`src/rtl/fetch_pkg.sv`:
```
// Shared types and constants for the instruction fetch stage.
// State encoding, buffered-entry layout and decoded-field bit positions.
package fetch_pkg;

    localparam int FETCH_ADDR_W = 32;
    localparam int FETCH_DATA_W = 32;

    localparam int COND_MSB  = 31;
    localparam int COND_LSB  = 28;
    localparam int OP_MSB    = 27;
    localparam int OP_LSB    = 26;
    localparam int FUNCT_MSB = 25;
    localparam int FUNCT_LSB = 20;
    localparam int RD_MSB    = 15;
    localparam int RD_LSB    = 12;

    typedef enum logic [1:0] {
        S_IDLE    = 2'd0,
        S_REQ     = 2'd1,
        S_DISCARD = 2'd2
    } fetch_state_t;

    typedef struct packed {
        logic [FETCH_DATA_W-1:0] instr;
        logic [FETCH_ADDR_W-1:0] pc;
    } fetch_entry_t;

endpackage

```
`src/rtl/fetch_unit_if.sv`:
```
// Fetch-stage bus: instruction-memory handshake, redirect input and
// decoded instruction output toward the control unit.
interface fetch_unit_if #(
    parameter int ADDR_W = 32,
    parameter int DATA_W = 32
);
    logic              imem_req;
    logic [ADDR_W-1:0] imem_addr;
    logic              imem_ack;
    logic [DATA_W-1:0] imem_rdata;

    logic              pc_src;
    logic [ADDR_W-1:0] branch_target;

    logic              inst_valid;
    logic              inst_ready;
    logic [DATA_W-1:0] instr;
    logic [ADDR_W-1:0] inst_pc;
    logic [ADDR_W-1:0] pc_plus8;
    logic [3:0]        cond;
    logic [1:0]        op;
    logic [5:0]        funct;
    logic [3:0]        rd;

    modport master (
        output imem_req, imem_addr,
        input  imem_ack, imem_rdata,
        input  pc_src, branch_target,
        output inst_valid,
        input  inst_ready,
        output instr, inst_pc, pc_plus8, cond, op, funct, rd
    );

    modport slave (
        input  imem_req, imem_addr,
        output imem_ack, imem_rdata,
        output pc_src, branch_target,
        input  inst_valid,
        output inst_ready,
        input  instr, inst_pc, pc_plus8, cond, op, funct, rd
    );

endinterface

```
`src/rtl/fetch_unit_inst_fifo.sv`:
```
// Small power-of-two FIFO holding fetched {instr, pc} entries.
// Clear has priority over push/pop; push when full and pop when empty are dropped.
module inst_fifo
    import fetch_pkg::*;
#(
    parameter int  DEPTH   = 2,
    parameter type entry_t = fetch_entry_t
) (
    input  logic                  clk,
    input  logic                  rst,
    input  logic                  clear,
    input  logic                  push,
    input  entry_t                push_data,
    input  logic                  pop,
    output entry_t                head,
    output logic [$clog2(DEPTH):0] count,
    output logic                  full,
    output logic                  empty
);

    localparam int PTR_W = $clog2(DEPTH);
    localparam int CNT_W = PTR_W + 1;

    entry_t           mem [DEPTH];
    logic [PTR_W-1:0] wr_ptr;
    logic [PTR_W-1:0] rd_ptr;
    logic             do_push;
    logic             do_pop;

    assign full    = (count == CNT_W'(DEPTH));
    assign empty   = (count == '0);
    assign do_push = push && !full && !clear;
    assign do_pop  = pop && !empty && !clear;
    assign head    = mem[rd_ptr];

    always_ff @(posedge clk) begin
        if (do_push)
            mem[wr_ptr] <= push_data;
    end

    // Pointers wrap naturally because DEPTH is a power of two.
    always_ff @(posedge clk) begin
        if (rst || clear) begin
            wr_ptr <= '0;
            rd_ptr <= '0;
            count  <= '0;
        end else begin
            if (do_push)
                wr_ptr <= wr_ptr + PTR_W'(1);
            if (do_pop)
                rd_ptr <= rd_ptr + PTR_W'(1);
            case ({do_push, do_pop})
                2'b10:   count <= count + CNT_W'(1);
                2'b01:   count <= count - CNT_W'(1);
                default: count <= count;
            endcase
        end
    end

endmodule

```
`src/rtl/fetch_unit.sv`:
```
// Instruction fetch stage: fetch PC, imem request FSM, entry buffer, decode slices.
// Define FETCH_PERF_EN to add the perf_fetched / perf_flushes counters.
module fetch_unit
    import fetch_pkg::*;
#(
    parameter int              ADDR_W     = 32,
    parameter int              DATA_W     = 32,
    parameter logic [ADDR_W-1:0] RESET_PC = '0,
    parameter int              FIFO_DEPTH = 2
) (
    input  logic        clk,
    input  logic        rst,
`ifdef FETCH_PERF_EN
    output logic [31:0] perf_fetched,
    output logic [31:0] perf_flushes,
`endif
    fetch_unit_if.master bus
);

    localparam int CNT_W = $clog2(FIFO_DEPTH) + 1;
    localparam logic [CNT_W-1:0] LAST_SLOT = CNT_W'(FIFO_DEPTH - 1);

    typedef struct packed {
        logic [DATA_W-1:0] instr;
        logic [ADDR_W-1:0] pc;
    } entry_t;

    fetch_state_t      state;
    fetch_state_t      state_nxt;
    logic [ADDR_W-1:0] fetch_pc;
    logic [ADDR_W-1:0] fetch_pc_nxt;
    logic [ADDR_W-1:0] disc_addr;
    logic [ADDR_W-1:0] redir_pc;

    logic              redirect;
    logic              ack;
    logic              push;
    logic              pop;
    logic              fifo_full;
    logic              fifo_empty;
    logic [CNT_W-1:0]  count;
    entry_t            head;
    entry_t            push_data;

    wire unused_target_bits = ^bus.branch_target[1:0];

    assign redirect  = bus.pc_src;
    assign ack       = bus.imem_ack;
    assign redir_pc  = {bus.branch_target[ADDR_W-1:2], 2'b00};
    assign push      = (state == S_REQ) && ack && !redirect;
    assign pop       = bus.inst_valid && bus.inst_ready;
    assign push_data = '{instr: bus.imem_rdata, pc: fetch_pc};

    inst_fifo #(
        .DEPTH   (FIFO_DEPTH),
        .entry_t (entry_t)
    ) u_fifo (
        .clk       (clk),
        .rst       (rst),
        .clear     (redirect),
        .push      (push),
        .push_data (push_data),
        .pop       (pop),
        .head      (head),
        .count     (count),
        .full      (fifo_full),
        .empty     (fifo_empty)
    );

    // Redirect wins over everything; an unacked request must still be drained.
    always_comb begin
        state_nxt    = state;
        fetch_pc_nxt = fetch_pc;
        if (redirect) begin
            fetch_pc_nxt = redir_pc;
            case (state)
                S_REQ:     state_nxt = ack ? S_IDLE : S_DISCARD;
                S_DISCARD: state_nxt = ack ? S_IDLE : S_DISCARD;
                default:   state_nxt = S_IDLE;
            endcase
        end else begin
            case (state)
                S_IDLE: begin
                    if (!fifo_full)
                        state_nxt = S_REQ;
                end
                S_REQ: begin
                    if (ack) begin
                        fetch_pc_nxt = fetch_pc + ADDR_W'(4);
                        state_nxt    = (pop || count != LAST_SLOT) ? S_REQ : S_IDLE;
                    end
                end
                S_DISCARD: begin
                    if (ack)
                        state_nxt = S_IDLE;
                end
                default: state_nxt = S_IDLE;
            endcase
        end
    end

    always_ff @(posedge clk) begin
        if (rst) begin
            state     <= S_IDLE;
            fetch_pc  <= RESET_PC;
            disc_addr <= RESET_PC;
        end else begin
            state    <= state_nxt;
            fetch_pc <= fetch_pc_nxt;
            if (state == S_REQ && redirect && !ack)
                disc_addr <= fetch_pc;
        end
    end

    // imem_req depends only on registered state, never on inst_ready.
    assign bus.imem_req   = (state != S_IDLE);
    assign bus.imem_addr  = (state == S_DISCARD) ? disc_addr : fetch_pc;

    assign bus.inst_valid = !fifo_empty && !redirect;
    assign bus.instr      = fifo_empty ? '0 : head.instr;
    assign bus.inst_pc    = fifo_empty ? '0 : head.pc;
    assign bus.pc_plus8   = bus.inst_pc + ADDR_W'(8);

    assign bus.cond  = bus.instr[COND_MSB:COND_LSB];
    assign bus.op    = bus.instr[OP_MSB:OP_LSB];
    assign bus.funct = bus.instr[FUNCT_MSB:FUNCT_LSB];
    assign bus.rd    = bus.instr[RD_MSB:RD_LSB];

`ifdef FETCH_PERF_EN
    always_ff @(posedge clk) begin
        if (rst) begin
            perf_fetched <= '0;
            perf_flushes <= '0;
        end else begin
            if (pop)
                perf_fetched <= perf_fetched + 32'd1;
            if (redirect)
                perf_flushes <= perf_flushes + 32'd1;
        end
    end
`endif

endmodule
```
`src/flat_wrapper.sv`:
```
// flat-port wrapper written by rule: the top's interface ports become plain ports
module fetch_unit_flat import fetch_pkg::*;
#(
    parameter int              ADDR_W     = 32,
    parameter int              DATA_W     = 32,
    parameter logic [ADDR_W-1:0] RESET_PC = '0,
    parameter int              FIFO_DEPTH = 2
)
  (clk, rst, bus_imem_req, bus_imem_addr, bus_imem_ack, bus_imem_rdata, bus_pc_src, bus_branch_target, bus_inst_valid, bus_inst_ready, bus_instr, bus_inst_pc, bus_pc_plus8, bus_cond, bus_op, bus_funct, bus_rd);
  fetch_unit_if #(.ADDR_W(ADDR_W), .DATA_W(DATA_W)) bus_i ();
  input  logic clk;
  input  logic rst;
  output wire logic [$bits(bus_i.imem_req)-1:0] bus_imem_req;
  output wire logic [$bits(bus_i.imem_addr)-1:0] bus_imem_addr;
  input wire logic [$bits(bus_i.imem_ack)-1:0] bus_imem_ack;
  input wire logic [$bits(bus_i.imem_rdata)-1:0] bus_imem_rdata;
  input wire logic [$bits(bus_i.pc_src)-1:0] bus_pc_src;
  input wire logic [$bits(bus_i.branch_target)-1:0] bus_branch_target;
  output wire logic [$bits(bus_i.inst_valid)-1:0] bus_inst_valid;
  input wire logic [$bits(bus_i.inst_ready)-1:0] bus_inst_ready;
  output wire logic [$bits(bus_i.instr)-1:0] bus_instr;
  output wire logic [$bits(bus_i.inst_pc)-1:0] bus_inst_pc;
  output wire logic [$bits(bus_i.pc_plus8)-1:0] bus_pc_plus8;
  output wire logic [$bits(bus_i.cond)-1:0] bus_cond;
  output wire logic [$bits(bus_i.op)-1:0] bus_op;
  output wire logic [$bits(bus_i.funct)-1:0] bus_funct;
  output wire logic [$bits(bus_i.rd)-1:0] bus_rd;
  assign bus_imem_req = bus_i.imem_req;
  assign bus_imem_addr = bus_i.imem_addr;
  assign bus_i.imem_ack = bus_imem_ack;
  assign bus_i.imem_rdata = bus_imem_rdata;
  assign bus_i.pc_src = bus_pc_src;
  assign bus_i.branch_target = bus_branch_target;
  assign bus_inst_valid = bus_i.inst_valid;
  assign bus_i.inst_ready = bus_inst_ready;
  assign bus_instr = bus_i.instr;
  assign bus_inst_pc = bus_i.inst_pc;
  assign bus_pc_plus8 = bus_i.pc_plus8;
  assign bus_cond = bus_i.cond;
  assign bus_op = bus_i.op;
  assign bus_funct = bus_i.funct;
  assign bus_rd = bus_i.rd;
  fetch_unit #(.ADDR_W(ADDR_W), .DATA_W(DATA_W), .RESET_PC(RESET_PC), .FIFO_DEPTH(FIFO_DEPTH)) u_core (.clk(clk), .rst(rst), .bus(bus_i));
endmodule
```
`config.mk`:
```
export PLATFORM = sky130hd
export DESIGN_NAME = fetch_unit_flat
export DESIGN_NICKNAME = d
export VERILOG_FILES = /design/src/rtl/fetch_pkg.sv /design/src/rtl/fetch_unit_if.sv /design/src/rtl/fetch_unit_inst_fifo.sv /design/src/rtl/fetch_unit.sv /design/src/flat_wrapper.sv
export SDC_FILE = /design/constraint.sdc
export NUM_CORES = 1
export LEC_CHECK = 0
export CORE_MARGIN = 2
export CORE_UTILIZATION = 50
export DETAILED_ROUTE_END_ITERATION = 16
export GPL_TIMING_DRIVEN = 0
export MAX_ROUTING_LAYER = met4
export PLACE_DENSITY = 0.81
export REMOVE_ABC_BUFFERS = 1
export SLEW_MARGIN = 0
export SYNTH_ARGS = -nofsm -noshare
export SYNTH_HDL_FRONTEND = slang
export SYNTH_SLANG_ARGS = --single-unit
```
`constraint.sdc`:
```
create_clock -name clk -period 4.5 [get_ports clk]
set_input_delay 0.45 -clock clk [delete_from_list [all_inputs] [get_ports clk]]
set_output_delay 0.45 -clock clk [all_outputs]
set_load 0.05 [all_outputs]
```
==> impl_metrics.prom <==
# TYPE chip_impl_metric gauge
chip_impl_info{name="final_cell_mix",value="195 x sky130_fd_sc_hd__clkdlybuf4s50_1, 124 x sky130_fd_sc_hd__edfxtp_1, 106 x sky130_fd_sc_hd__nand2_1"} 1
chip_impl_metric{name="detailed_route_via_count",unit=""} 6602
chip_impl_metric{name="post_drt_wl_per_cell",unit="um"} 17.05
chip_impl_metric{name="seq_area_frac_synth",unit=""} 0.5558
chip_impl_metric{name="detail_route.vias_per_cell",unit=""} 5.367
chip_impl_metric{name="wire_length_of_the_first_global_routing_pass",unit="mm"} 33.38
chip_impl_metric{name="track_usage",unit=""} 0.2246
chip_impl_metric{name="die-height",unit="um"} 139
chip_impl_metric{name="h-tree-depth",unit=""} 4
chip_impl_metric{name="switching_share",unit=""} 0.2518
chip_impl_metric{name="final_max_slew_viol_count",unit=""} 0
chip_impl_metric{name="critPathArrivalTime",unit="ns"} 3.84
chip_impl_metric{name="final_min_period_over_clock_period",unit=""} 0.9531
chip_impl_metric{name="critical_path_peak_fanout",unit=""} 75
chip_impl_info{name="worstPathCellList",value="inv_1 > ha_4 > or2_2 > inv_1 > ha_1 > inv_1 > a221o_1 > nand4b_4 > xnor2_1 > clkdlybuf4s50_1"} 1
chip_impl_metric{name="synth-seq-cells",unit=""} 191
chip_impl_metric{name="grt_start_max_net_pins",unit=""} 76
chip_impl_metric{name="post_cts.resized_instances",unit=""} 6
chip_impl_metric{name="insertion_delay",unit="ns"} 0.43
chip_impl_info{name="cts_root_buf",value="sky130_fd_sc_hd__clkbuf_16"} 1
chip_impl_metric{name="final.fill_count",unit=""} 1427
chip_impl_info{name="grt_setup_unrepaired",value="false"} 1
chip_impl_metric{name="finish.net_count",unit=""} 1066
chip_impl_info{name="postSynth.topFlopCell",value="sky130_fd_sc_hd__edfxtp_1"} 1
chip_impl_metric{name="cts.reportedPaths.clkPinSlew",unit="ns"} 0.07
chip_impl_metric{name="part_of_the_total_power_dissipated_in_combinational_logic",unit=""} 0.111
chip_impl_metric{name="number_of_enable_type_register_cells_in_the_synthesized_netlist",unit=""} 124
chip_impl_metric{name="dpl-instance-area",unit="sq um"} 11190
chip_impl_metric{name="finalHoldViolCount",unit=""} 0
chip_impl_metric{name="timing.fmax",unit="GHz"} 0.2331
chip_impl_metric{name="drt-initial-drc-count",unit=""} 331
chip_impl_metric{name="count_of_buffers_added_by_post_cts_timing_repair_for_setup",unit=""} 0
chip_impl_info{name="worst_setup_path_end_kind",value="output pin"} 1
chip_impl_metric{name="switchingPower",unit="mW"} 0.9750
chip_impl_metric{name="number_of_hold_buffers_added_after_cts",unit=""} 0
chip_impl_metric{name="design.core.area",unit="sq um"} 17900
chip_impl_info{name="class_of_the_worst_hold_path",value="input pin to flop"} 1
chip_impl_metric{name="sequentialPowerShare",unit=""} 0.502
chip_impl_info{name="tritoncts",value="built"} 1
chip_impl_metric{name="max_slew.worst_pin.slew",unit="ns"} 1.306
chip_impl_info{name="cp_slowest_cell",value="sky130_fd_sc_hd__clkdlybuf4s50_1"} 1
chip_impl_info{name="critical_path_class",value="flop to output pin"} 1
chip_impl_metric{name="remaining_drc_errors",unit=""} 0
chip_impl_metric{name="floorplan.rows",unit=""} 49
chip_impl_metric{name="layout.cell_area.non_filler",unit="sq um"} 11770
chip_impl_metric{name="setup-violations-final",unit=""} 0
chip_impl_metric{name="ios",unit=""} 215
chip_impl_metric{name="post_synth_arst_share",unit=""} 0
chip_impl_metric{name="grt_pass1_vias",unit=""} 6413
chip_impl_metric{name="firstDrtPassIters",unit=""} 5
chip_impl_metric{name="cellInternalPower",unit="mW"} 2.897
chip_impl_metric{name="final_period_demand_of_the_worst_path",unit="ns"} 4.289
chip_impl_metric{name="totalWireLength",unit="mm"} 20.97
chip_impl_metric{name="detailedPlacementHpwl",unit="mm"} 14.60
chip_impl_metric{name="gr-total-overflow",unit=""} 0
chip_impl_metric{name="synth_area",unit="sq um"} 9112
chip_impl_metric{name="worst_path_required",unit="ns"} 4.05
chip_impl_metric{name="pwr_density_cell",unit="nW/um^2"} 328.9
chip_impl_metric{name="drv.max_cap_violation_count",unit=""} 0
chip_impl_metric{name="post_synth_num_cell_types",unit=""} 57
chip_impl_metric{name="gp_congestion",unit=""} 0.8286
chip_impl_metric{name="ctsLongestPathBuffers",unit=""} 2
chip_impl_metric{name="port_buffers",unit=""} 206
chip_impl_metric{name="finClkSkew",unit="ns"} 0.01100
chip_impl_info{name="status",value="finished, final reports clean"} 1
chip_impl_metric{name="full_die_area",unit="sq um"} 19320
chip_impl_metric{name="final.setup.tns",unit="ns"} 0
chip_impl_metric{name="clockPowerShare",unit=""} 0.387
chip_impl_metric{name="ant_nets",unit=""} 0
chip_impl_metric{name="power.leakage",unit="nW"} 3.937
chip_impl_metric{name="numClockSinks",unit=""} 191
chip_impl_metric{name="yosysWarningCount",unit=""} 0
chip_impl_metric{name="normalized_max_slew_margin",unit=""} 0.1280
chip_impl_info{name="critical-path-top-cell-by-count",value="sky130_fd_sc_hd__inv_1"} 1
chip_impl_metric{name="number_of_antenna_violations_at_the_first_check_in_global_routing",unit=""} 0
chip_impl_info{name="setup.worst_path.start_class",value="flop"} 1
chip_impl_info{name="final_common_cell",value="sky130_fd_sc_hd__clkdlybuf4s50_1"} 1
chip_impl_metric{name="vdd_drop_max",unit="mV"} 0.2979
chip_impl_metric{name="drive_gt1_frac",unit=""} 0.09291
chip_impl_metric{name="synthesis.area_per_instance",unit="sq um"} 11.02
chip_impl_metric{name="synthToLayoutAreaGrowth",unit="%"} 29.21
chip_impl_metric{name="initial_core_util",unit=""} 0.5090
chip_impl_metric{name="dieWidth",unit="um"} 139
chip_impl_metric{name="cts-buffers-inserted",unit=""} 17
chip_impl_metric{name="cells_after_synthesis",unit=""} 827
chip_impl_metric{name="antennaDiodeCount",unit=""} 0
chip_impl_metric{name="timing.critical_path.slowest_cell_delay",unit="ns"} 0.85
power by group through the flow:
stage               clock network [mW]  registers [mW]  logic (mW)
floorplan                            0            1.97       0.255
global placement                     0            1.98       0.423
detailed placement                   0            1.98       0.432
CTS                               1.52            1.94       0.433
finish                            1.50            1.95       0.430
global route                      1.59            1.95       0.455
cell type report:
cell class	instances	area (sq um)	area share
flip-flops and latches	191	5069	0.4305
clock buffers	18	429.2	0.03645
multi-input cells	553	3638	0.3090
clock inverters	14	158.9	0.01350
inverters	15	56.30	0.004782
well taps	229	286.5	0.02434
repair buffers	210	2136	0.1814
registers in the layout (all words and copies together), names as in the netlist, named ones only:
| name | count |
|---|---|
| u_core.disc_addr | 30 |
| u_core.fetch_pc | 30 |
| u_core.state | 2 |
| u_core.u_fifo.count | 2 |
| u_core.u_fifo.mem | 124 |
| u_core.u_fifo.rd_ptr | 1 |
| u_core.u_fifo.wr_ptr | 1 |
synthesized netlist by cell type (12+ instances only):
library cell	instances	share of area
sky130_fd_sc_hd__xnor2_1	32	0.031
sky130_fd_sc_hd__nand3_1	25	0.014
sky130_fd_sc_hd__a211oi_1	12	0.0099
sky130_fd_sc_hd__edfxtp_1	124	0.41
sky130_fd_sc_hd__mux2_2	27	0.033
sky130_fd_sc_hd__a21oi_1	46	0.025
sky130_fd_sc_hd__xor2_1	20	0.019
sky130_fd_sc_hd__dfxtp_1	67	0.15
sky130_fd_sc_hd__buf_4	26	0.021
sky130_fd_sc_hd__nand2_1	106	0.044
sky130_fd_sc_hd__mux2i_1	64	0.070
sky130_fd_sc_hd__inv_1	15	0.0062
sky130_fd_sc_hd__nor2_1	97	0.040
sky130_fd_sc_hd__clkbuf_1	28	0.012
worst max-delay path: cells and delay by family (launching register included):
kind                       cells  cell delay (ns)
AOI/OAI and AO/OA              1             0.35
DFF                            1             0.38
adders and majority gates      2             0.54
buffers and inverters          4             1.11
xor gates and xnor gates       1             0.21
and+or+nand+nor                2             0.72
stage by stage:
stage	setup WS (ns)	power (mW)	hold WS [ns]	cells	util
global placement	-2.387	2.406	0.4379	1194	0.6190
finish	0.2108	3.872	0.3832	1230	0.6577
global route	0.01827	3.996	0.4040	1230	0.6577
detailed placement	0.3393	2.415	0.4437	1198	0.6250
CTS	0.004110	3.902	0.3713	1230	0.6575
floorplan	-1.505	2.223	0.4268	759	-
cell families after synthesis:
logic type,synth area share
buffers and inverters,0.04998
other,0.0004115
adders and majority gates,0.01236
muxes,0.1037
xor gates and xnor gates,0.04998
and+or+nand+nor,0.1674
AOI/OAI and AO/OA,0.06041
DFF,0.5558
metal layers:
metal  global-route usage  part of all wire
met5                    -                 0
met4              0.07496             0.019
met3              0.03729             0.047
met2               0.3702              0.49
met1               0.2839              0.44
path summary, 6_finish.rpt:
path	startpoint	end	slack [ns]	depth (start not counted)
worst max-delay path	u_core.u_fifo.count[0]	bus_pc_plus8[19]	0.21	10
worst min-delay path	rst	u_core.disc_addr[26]	0.38	2
worst max register to register	u_core.state[1]	u_core.u_fifo.mem[0][44]	1.80	7
worst min register to register	u_core.disc_addr[26]	u_core.disc_addr[26]	0.45	2
Note: power is estimated with default switching activity, not from simulation.
